<file path="config.mk">
export PLATFORM = sky130hd
export DESIGN_NAME = micro_op_sequencer
export DESIGN_NICKNAME = d
export VERILOG_FILES = /design/src/rtl/micro_op_sequencer.sv
export SDC_FILE = /design/constraint.sdc
export NUM_CORES = 1
export LEC_CHECK = 0
export CAP_MARGIN = 20
export CORE_MARGIN = 1.5
export CORE_UTILIZATION = 51
export CTS_BUF_LIST = sky130_fd_sc_hd__clkbuf_8
export DETAILED_ROUTE_END_ITERATION = 12
export GPL_ROUTABILITY_DRIVEN = 0
export PLACE_DENSITY = 0.88
export RECOVER_POWER = 50
export SKIP_CTS_REPAIR_TIMING = 1
export SLEW_MARGIN = 10
export SYNTH_ARGS = -nofsm -noshare
export SYNTH_HDL_FRONTEND = slang
export SYNTH_SLANG_ARGS = --single-unit
export TNS_END_PERCENT = 1
</file>
<file path="constraint.sdc">
create_clock -name clk -period 5.3 [get_ports clk]
set_clock_uncertainty 0.15 [all_clocks]
set_input_delay 1.06 -clock clk [delete_from_list [all_inputs] [get_ports clk]]
set_output_delay 1.06 -clock clk [all_outputs]
set_load 0.05 [all_outputs]
</file>
<file path="src/rtl/micro_op_sequencer.sv">
// Sequencer for PDP-8 style operate (OPR) micro-instructions: accepts one word,
// hands latched state to an external decoder and writes results back 3 cycles later.
module micro_op_sequencer (
    input  logic        clk,
    input  logic        rst,
    input  logic        instr_valid,
    input  logic [11:0] instr,
    input  logic [11:0] instr_pc,
    output logic        instr_ready,
    output logic [11:0] dec_i_reg,
    output logic [11:0] dec_ac,
    output logic        dec_l,
    input  logic [11:0] ac_micro,
    input  logic        l_micro,
    input  logic        skip,
    input  logic        micro_g1,
    input  logic        micro_g2,
    input  logic        micro_g3,
    input  logic        ac_wr_en,
    input  logic [11:0] ac_wr_data,
    input  logic        l_wr_data,
    input  logic [11:0] switch_reg,
    input  logic        cont,
    output logic [11:0] ac,
    output logic        link,
    output logic [11:0] next_pc,
    output logic        done,
    output logic        illegal,
    output logic        halted
);

    typedef enum logic [1:0] {S_IDLE, S_EXEC, S_WB, S_HALTED} state_t;

    state_t      state_q;
    logic [11:0] i_q, pc_q, lac_q;
    logic        ll_q;
    logic [11:0] ac_h_q;
    logic        l_h_q, skip_h_q;
    logic [2:0]  grp_h_q;
    logic [11:0] ac_q, next_pc_q;
    logic        link_q, done_q, illegal_q, halted_q;

    logic [11:0] ac_d, next_pc_d;
    logic        link_d, g1_sel, g2_sel;

    // Group flags are expected one-hot; any other combination behaves as a NOP.
    assign g1_sel = (grp_h_q == 3'b100);
    assign g2_sel = (grp_h_q == 3'b010);

    always_comb begin
        ac_d   = ac_q;
        link_d = link_q;
        if (g1_sel) begin
            ac_d   = ac_h_q;
            link_d = l_h_q;
        end else if (g2_sel) begin
            ac_d   = i_q[2] ? (ac_h_q | switch_reg) : ac_h_q;
            link_d = l_h_q;
        end
        next_pc_d = pc_q + ((g2_sel && skip_h_q) ? 12'd2 : 12'd1);
    end

    always_ff @(posedge clk or posedge rst) begin
        if (rst) begin
            state_q   <= S_IDLE;
            i_q       <= '0;
            pc_q      <= '0;
            lac_q     <= '0;
            ll_q      <= 1'b0;
            ac_h_q    <= '0;
            l_h_q     <= 1'b0;
            skip_h_q  <= 1'b0;
            grp_h_q   <= '0;
            ac_q      <= '0;
            link_q    <= 1'b0;
            next_pc_q <= '0;
            done_q    <= 1'b0;
            illegal_q <= 1'b0;
            halted_q  <= 1'b0;
        end else begin
            done_q    <= 1'b0;
            illegal_q <= 1'b0;
            case (state_q)
                S_IDLE: begin
                    // Acceptance wins over an external AC load in the same cycle.
                    if (instr_valid) begin
                        i_q   <= instr;
                        pc_q  <= instr_pc;
                        lac_q <= ac_q;
                        ll_q  <= link_q;
                        if (instr[11:9] == 3'b111) begin
                            state_q <= S_EXEC;
                        end else begin
                            illegal_q <= 1'b1;
                            done_q    <= 1'b1;
                        end
                    end else if (ac_wr_en) begin
                        ac_q   <= ac_wr_data;
                        link_q <= l_wr_data;
                    end
                end
                S_EXEC: begin
                    ac_h_q   <= ac_micro;
                    l_h_q    <= l_micro;
                    skip_h_q <= skip;
                    grp_h_q  <= {micro_g1, micro_g2, micro_g3};
                    state_q  <= S_WB;
                end
                S_WB: begin
                    ac_q      <= ac_d;
                    link_q    <= link_d;
                    next_pc_q <= next_pc_d;
                    done_q    <= 1'b1;
                    if (g2_sel && i_q[1]) begin
                        state_q  <= S_HALTED;
                        halted_q <= 1'b1;
                    end else begin
                        state_q <= S_IDLE;
                    end
                end
                S_HALTED: begin
                    if (cont) begin
                        state_q  <= S_IDLE;
                        halted_q <= 1'b0;
                    end
                end
                default: state_q <= S_IDLE;
            endcase
        end
    end

    assign instr_ready = (state_q == S_IDLE);
    assign dec_i_reg   = i_q;
    assign dec_ac      = lac_q;
    assign dec_l       = ll_q;
    assign ac          = ac_q;
    assign link        = link_q;
    assign next_pc     = next_pc_q;
    assign done        = done_q;
    assign illegal     = illegal_q;
    assign halted      = halted_q;

endmodule

</file>
### Word-level counts from Yosys, hierarchy flattened

Cells that the tools add are included.

* register bits after elaboration: 84
* bits in latches: 0
* RAM bits: 0
* memory bits (read-only): 0
* bits of input ports: 71
* output and inout port bits: 54
* logic and storage cells: 63
* memories: 0

* $add $sub $neg: 1
* $mul: 0
* div/mod/pow operators: 0
* magnitude comparators: 0
* equal/unequal tests: 13
* shift operators: 0
* muxes and demuxes: 24
* bitwise gates (word level): 1
* reductions and logical operators: 9

Operators with widths (number)
* 12-bit 2-to-1 mux: 5
* 12-bit one-hot mux with 2 select lines: 1
* 12-bit by 2-bit adder with 12-bit output: 1
* 12-bit bitwise OR: 1
* 2-bit 2-to-1 mux: 5
* 1-bit 2-to-1 mux: 9
* 2-bit inequality test (second input constant): 4
* 2-bit one-hot mux with 4 select lines: 1
* 3-bit == test (second input constant): 2
* 1-bit one-hot mux with 2 select lines: 3
* 3-bit AND reduction: 2
* 2-bit == test (second input constant): 2
* 2-bit by 1-bit inequality test with 1-bit output (second input constant): 2
* 4-bit AND reduction: 1
* 2-bit nonzero test: 2
* 3-bit by 2-bit == test with 1-bit output (second input constant): 1
* 3-bit inequality test (second input constant): 1
* 2-bit by 1-bit == test with 1-bit output (second input constant): 1
* 1-bit logical AND: 2
* 2-bit zero test: 1
* 2-bit AND reduction: 1

### Longest topological paths before layout

Gate-level depths: netlist (run 1).

* depth after elaboration: 5
* gate-level depth with buffers: 9
* mapped depth without buffers: 9

### Worst setup path before layout (run 1)

No wires, ideal clock.

* path type: register to output
* from: register state_q[1]
* to: output port instr_ready
* arrival: 1167 ps
* data required time: 4090 ps
* setup slack: 2923 ps
* cell stages (with the launch flop): 3
* buffers on the path: 1
* cells stage by stage: dfrtp_1 > buf_2 > nor2_1

* cells in the longest elaborated chain, start to end: 1

Ends and longest elaborated chain
* start, declared: line 34 `state_t state_q;`
* start signal, assigned: line 65 `state_q <= S_IDLE;`
* start signal, assigned: line 92 `state_q <= S_EXEC;`
* start signal, assigned: line 107 `state_q <= S_WB;`
* 2-bit zero test: line 132 `assign instr_ready = (state_q == S_IDLE);`
* end, declared: line 9 `output logic instr_ready,`

Every way passes these cells.

### Final worst setup path (run 1)

* from: input port instr_valid
* to: register i_q[7] (netlist: dec_i_reg[7])

* cells in the longest elaborated chain, start to end: 1

Ends and longest elaborated chain
* start, declared: line 6 `input logic instr_valid,`
* 2-bit AND reduction (no source line)
* end signal, assigned: line 87 `i_q <= instr;`
* end, declared: line 35 `logic [11:0] i_q, pc_q, lac_q;`

Every way passes these cells.
A chain may end at the register's enable or synchronous reset.

==> flow_metrics.env, run 1 <==
export IMPL_synth_fp_nets=363
export IMPL_ys_async_sr_fraction=1.000
export IMPL_synth_edf_count=0
export IMPL_overflow=0
export IMPL_fillers=483
export IMPL_cts_max_level=3
export IMPL_grt_pass1_vias=2797
export IMPL_seq_area_sq_um=2102
export IMPL_p_leak_nw=2.177
export IMPL_viasPerCell=5.115
export IMPL_row_count=30
export IMPL_wirelength_um=8509
export IMPL_drtAntennaViolNets=0
export IMPL_num_nets_final=486
export IMPL_status="finished with violations"
export IMPL_worst_slew_pin_slew_ps=2260
export IMPL_multi_input_area_sq_um=1474
export IMPL_grt_pass1_wl_um=13660
export IMPL_syn_avg_cell_area_sq_um=12.83
export IMPL_area_delta_synth_final_pct=39.39
export IMPL_die_area_sq_um=7790
export IMPL_synth_cells=289
export IMPL_routedWlPerCell_um=16.59
export IMPL_die_h_um=88.26
export IMPL_drt_pass1_iterations=4
export IMPL_combinationalPowerShare=0.452
export IMPL_peakVddDrop_v=0.0003854
export IMPL_ys_types=34
export IMPL_drv_slew=95
export IMPL_setup_viol=0
export IMPL_cts_max_path_buffers=2
export IMPL_rsz0062_at_grt="no"
export IMPL_hold_viol=0
export IMPL_power_density_nw_per_um2=479.4
export IMPL_clk_pin_slew_worst_paths_ps=80
export IMPL_switching_share=0.4126
export IMPL_crit_required_ps=5380
export IMPL_crit_type="in2reg"
export IMPL_dieWidth_um=88.26
export IMPL_drc=0
export IMPL_fmax_ghz=0.2755
export IMPL_start_kind="primary input"
export IMPL_grt_max_degree=55
export IMPL_ios=125
export IMPL_clock_sinks=84
export IMPL_min_delay_path_class="reg2reg"
export IMPL_period_minus_slack_ps=3630
export IMPL_clock_power_share=0.158
export IMPL_insertion_delay_ps=340
export IMPL_core_sq_um=6907
export IMPL_start_util=0.5368
export IMPL_power_w=0.002477
export IMPL_ys_ff_latch=84
export IMPL_p_int_w=0.001455
export IMPL_yosysSeqAreaShare=0.5670
export IMPL_antenna_found_initial=0
export IMPL_cp_arrival_ps=3710
export IMPL_timing_final_crit_share=0.6850
export IMPL_violations="capacitance limit, slew limit"
export IMPL_seqPwrFrac=0.390
export IMPL_grt_total_usage=0.2346
export IMPL_net_switching_power_w=0.001022
export IMPL_final_layout_size_suffix_gt1_frac=0.2158
export IMPL_endpoint_kind="register"
export IMPL_drtIter0Drc=99
export IMPL_synth_ff_type="dfrtp_1"
export IMPL_root_buffer="clkbuf_8"
export IMPL_portBuffers=124
export IMPL_dp_hpwl_um=6225
export IMPL_yosys_warnings=0
export IMPL_worst_path_max_fanout=29
export IMPL_relSlewSlack=-0.5152
export IMPL_setup_tns_final_ps=0
export IMPL_maxCapViolCount=3
export IMPL_cts_buffers=9
export IMPL_syn_cell_area_sq_um=3707
export IMPL_antennaDiodeCount=0
export IMPL_num_vias=2624
export IMPL_cts_tree="built"
-- worst paths after layout --
| path | startpoint | end | slack [ps] | cells after the start |
|---|---|---|---|---|
| min reg2reg | halted | halted | 330 | 1 |
| max reg2reg | state_q[1] | ac[6] | 2380 | 4 |
| max in group asynchronous | rst | l_h_q | 2150 | 3 |
| max | instr_valid | dec_i_reg[7] | 1670 | 4 |
| min in group asynchronous | rst | dec_i_reg[6] | 1620 | 2 |
| min | halted | halted | 330 | 1 |
-- per-stage QoR --
step	hold slack (ps)	std cells	setup WS (ps)	instance area, sq um	util
after floorplan	324.9	289	1925	3707	-
after global placement	308.5	496	2152	5000	0.7239
after detailed placement	315.8	497	2095	5015	0.7261
after CTS	333.0	513	2241	5184	0.7505
after global routing	353.5	513	1485	5167	0.7482
final	332.0	513	1670	5167	0.7482
-- worst max-delay path, stage by stage --
cell and delay, ps:
dlygate4sd3_1 560, nor3b_1 1150, buf_4 520, mux2_2 390
-- Yosys cell counts, types with 2 or more instances --
cell type	number	area (sq um)
a21o_1	3	22.52
nand2_1	21	78.83
mux2_2	54	608.1
o2bb2ai_1	12	105.1
nor2_1	27	101.4
ha_1	2	25.02
dfrtp_1	84	2102
buf_4	4	30.03
nand3_1	4	20.02
inv_1	7	26.28
mux2_4	11	165.2
nor2b_1	3	18.77
a31oi_1	2	12.51
o21ai_0	16	80.08
nand4_1	4	25.02
buf_2	8	40.04
xor2_1	9	78.83
buf_6	2	22.52
-- cell families after synthesis --
logic type      count (synthesis)  synth area share
simple gates                   69           0.08708
flops                          84            0.5670
compound gates                 36           0.06986
buf+inv                        23           0.03409
mux                            65            0.2086
fa+ha+maj                       3           0.01215
xor+xnor                        9           0.02126
-- metal layers --
layer,GRT usage,wire [um],vias to the layer above
met3,0.05784,512,14
met1,0.2994,3634,1276
met5,0,0,-
met2,0.3900,4168,90
li1,-,-,1244
met4,0.08807,193,0
-- layout by cell type, fill, tap and decap left out, types with 2 or more instances in the layout --
cell,netlist,layout
nor2b_1,3,3
o21ai_0,16,16
nor3b_1,1,2
nand3_1,4,4
ha_1,2,2
clkdlybuf4s50_1,0,122
nor2_1,27,27
dlygate4sd3_1,0,2
a21o_1,3,3
o2bb2ai_1,12,12
inv_1,7,7
mux2_2,54,54
clkinv_2,0,4
nand2_1,21,21
xor2_1,9,9
buf_4,4,2
nand4_1,4,4
a31oi_1,2,2
dfrtp_1,84,84
clkbuf_8,0,10
mux2_4,11,11
-- area by class of cell --
class                           instances  area share
Inverter                                8    0.006053
Tap cell                               96     0.02324
Timing Repair Buffer                  127      0.2460
Clock inverter                          6    0.006053
Multi-Input combinational cell        182      0.2852
Clock buffer                           10     0.02663
Sequential cell                        84      0.4068
-- power groups by stage --
| stage | Combinational [W] | Sequential, W | Clock [W] |
|---|---|---|---|
| 3_3_place_gp | 0.00110 | 0.000968 | 0 |
| 4_1_cts | 0.00113 | 0.000968 | 0.000404 |
| 6_report | 0.00112 | 0.000965 | 0.000392 |
| 5_1_grt | 0.00118 | 0.000993 | 0.000432 |
| 2_1_floorplan | 0.000282 | 0.00141 | 0 |
| 3_5_place_dp | 0.00112 | 0.000979 | 0 |
Note: power is estimated with default switching activity, not from simulation.
==> run 2: changes to the inputs <==
--- a/config.mk
+++ b/config.mk
@@ -7,11 +7,11 @@
 export LEC_CHECK = 0
 export CAP_MARGIN = 20
 export CORE_MARGIN = 1.5
-export CORE_UTILIZATION = 51
+export CORE_UTILIZATION = 43
 export CTS_BUF_LIST = sky130_fd_sc_hd__clkbuf_8
 export DETAILED_ROUTE_END_ITERATION = 12
 export GPL_ROUTABILITY_DRIVEN = 0
-export PLACE_DENSITY = 0.88
+export PLACE_DENSITY = 0.79
 export RECOVER_POWER = 50
 export SKIP_CTS_REPAIR_TIMING = 1
 export SLEW_MARGIN = 10
==> constraint.sdc (replaced) <==
create_clock -name clk -period 3.3 [get_ports clk]
set_clock_uncertainty 0.15 [all_clocks]
set_input_delay 0.66 -clock clk [delete_from_list [all_inputs] [get_ports clk]]
set_output_delay 0.66 -clock clk [all_outputs]
set_load 0.05 [all_outputs]
==> run 2 against run 1 <==
The run now ends clean. First-iteration DRC count up 2.0%. Combinational power up 59%. Worst hold slack worse by 2.8 ps. Wire length down 1.1%. Setup slack worse by 990 ps. Register-to-register slack worse by 1600 ps. Clock-buffer cell count unchanged. Final cell count up 2.7%. Die area up 18%. Global-route usage down 3.9 points. Sequential cell count unchanged.
==> flow_metrics.env, run 2 (same netlist as run 1, synthesis figures left out) <==
export IMPL_row_count=33
export IMPL_crit_path_top_delay_cell="clkdlybuf4s50_1"
export IMPL_r2r_start="grp_h_q[1]"
export IMPL_start_kind="register"
export IMPL_portBuffers=124
export IMPL_r2r_slack_ps=810
export IMPL_peakVddDrop_v=0.0003372
export IMPL_grt_total_usage=0.1960
export IMPL_core_sq_um=8299
export IMPL_insertion_delay_ps=340
export IMPL_die_area_sq_um=9187
export IMPL_endpoint_kind="primary output"
export IMPL_place_inst=511
export IMPL_cts_tree="built"
export IMPL_dieWidth_um=95.85
export IMPL_final_cell_mix="clkdlybuf4s50_1 (122), dfrtp_1 (84), mux2_2 (54)"
export IMPL_setup_tns_final_ps=0
export IMPL_final_common_cell="clkdlybuf4s50_1"
export IMPL_die_h_um=95.85
export IMPL_placedInstanceArea_sq_um=5064
export IMPL_power_density_nw_per_um2=785.9
export IMPL_dp_hpwl_um=6222
export IMPL_routedWlPerCell_um=15.97
export IMPL_setup_viol=0
export IMPL_critical_path_endpoint="instr_ready"
export IMPL_hold_viol=0
export IMPL_num_nets_final=491
export IMPL_antennaDiodeCount=0
export IMPL_antenna_found_initial=0
export IMPL_crit_required_ps=2490
export IMPL_p_leak_nw=2.211
export IMPL_multi_input_area_sq_um=1474
export IMPL_worst_slew_pin_slew_ps=862.3
export IMPL_maxCapViolCount=0
export IMPL_seq_area_sq_um=2102
export IMPL_clock_sinks=84
export IMPL_fmax_ghz=0.3809
export IMPL_clk_pin_slew_worst_paths_ps=80
export IMPL_slowest_delay_ps=810
export IMPL_reg2regPathDepth=9
export IMPL_fillers=648
export IMPL_num_vias=2673
export IMPL_period_minus_slack_ps=2625
export IMPL_status="completed"
export IMPL_viasPerCell=5.072
export IMPL_pre_cts_ws_ps=833.8
export IMPL_grt_max_degree=85
export IMPL_worst_slack_ps=674.7
export IMPL_crit_type="reg2out"
export IMPL_hold_ws_ps=329.2
export IMPL_cp_arrival_ps=1820
export IMPL_cts_max_level=3
export IMPL_start_util=0.4467
export IMPL_grt_pass1_vias=2680
export IMPL_drtIter0Drc=101
export IMPL_drtAntennaViolNets=0
export IMPL_ios=125
export IMPL_min_delay_path_class="reg2reg"
export IMPL_overflow=0
export IMPL_grt_pass1_wl_um=13420
export IMPL_final_layout_size_suffix_gt1_frac=0.2133
export IMPL_crit_start="state_q[1]"
export IMPL_postLayoutCellArea_sq_um=5255
export IMPL_r2r_end="next_pc[10]"
export IMPL_timing_final_crit_share=0.7955
export IMPL_drc=0
export IMPL_cts_buffers=9
export IMPL_drt_pass1_iterations=4
export IMPL_rsz0062_at_grt="no"
export IMPL_drv_slew=0
export IMPL_instances_no_fill=527
export IMPL_crit_chain="nor2_1 -> clkdlybuf4s50_1"
export IMPL_cts_max_path_buffers=2
export IMPL_relSlewSlack=0.4251
export IMPL_root_buffer="clkbuf_8"
export IMPL_area_delta_synth_final_pct=41.75
export IMPL_wirelength_um=8416
export IMPL_worst_path_max_fanout=11
run 2: cell types whose count changed in the layout (fill, tap and decap cells not counted):
cell | before | now
bufinv_16 | 0 | 2
buf_12 | 0 | 1
clkinv_2 | 4 | 1
buf_4 | 2 | 3
clkbuf_1 | 0 | 4
buf_8 | 1 | 0
inv_1 | 7 | 8
run 2: worst min path at each step:
stage                           from         end  slack [ps]  cells after the start
after floorplan                l_h_q       l_h_q         320                      1
after global placement    next_pc[5]  next_pc[5]         310                      2
after detailed placement  next_pc[0]  next_pc[0]         320                      2
after CTS                 next_pc[0]  next_pc[0]         340                      2
after global routing      next_pc[0]  next_pc[0]         370                      2
final                     next_pc[0]  next_pc[0]         330                      2
run 2: per-stage QoR:
stage               utilization  power, W
floorplan                     -  0.002720
global placement         0.6101  0.003331
detailed placement       0.6101  0.003378
CTS                      0.6364  0.004171
global route             0.6332  0.004335
finish                   0.6332  0.004130
run 2: critical path, delay by kind of cell, from the launching register on:
family | cells | cell delay [ps]
buf+inv | 1 | 810
flops | 1 | 520
simple gates | 1 | 150
run 2: per-layer routing:
layer  up-vias  track usage  share of wire
met4         0      0.06250          0.013
li1       1256            -              -
met3         9      0.05450          0.063
met2        82       0.3187           0.50
met5         -            0              0
met1      1326       0.2533           0.43
run 2: cell type report:
type / instances / area share
Multi-Input combinational cell: 182 / 0.2805
Inverter: 8 / 0.005952
Timing Repair Buffer: 132 / 0.2471
Tap cell: 105 / 0.02500
Sequential cell: 84 / 0.4000
Clock buffer: 10 / 0.02619
Clock inverter: 6 / 0.01524
run 2: power by group:
group / internal [W] / switching (W)
Sequential: 0.00134 / 0.000213
Clock: 0.000440 / 0.000349
Combinational: 0.000708 / 0.00108
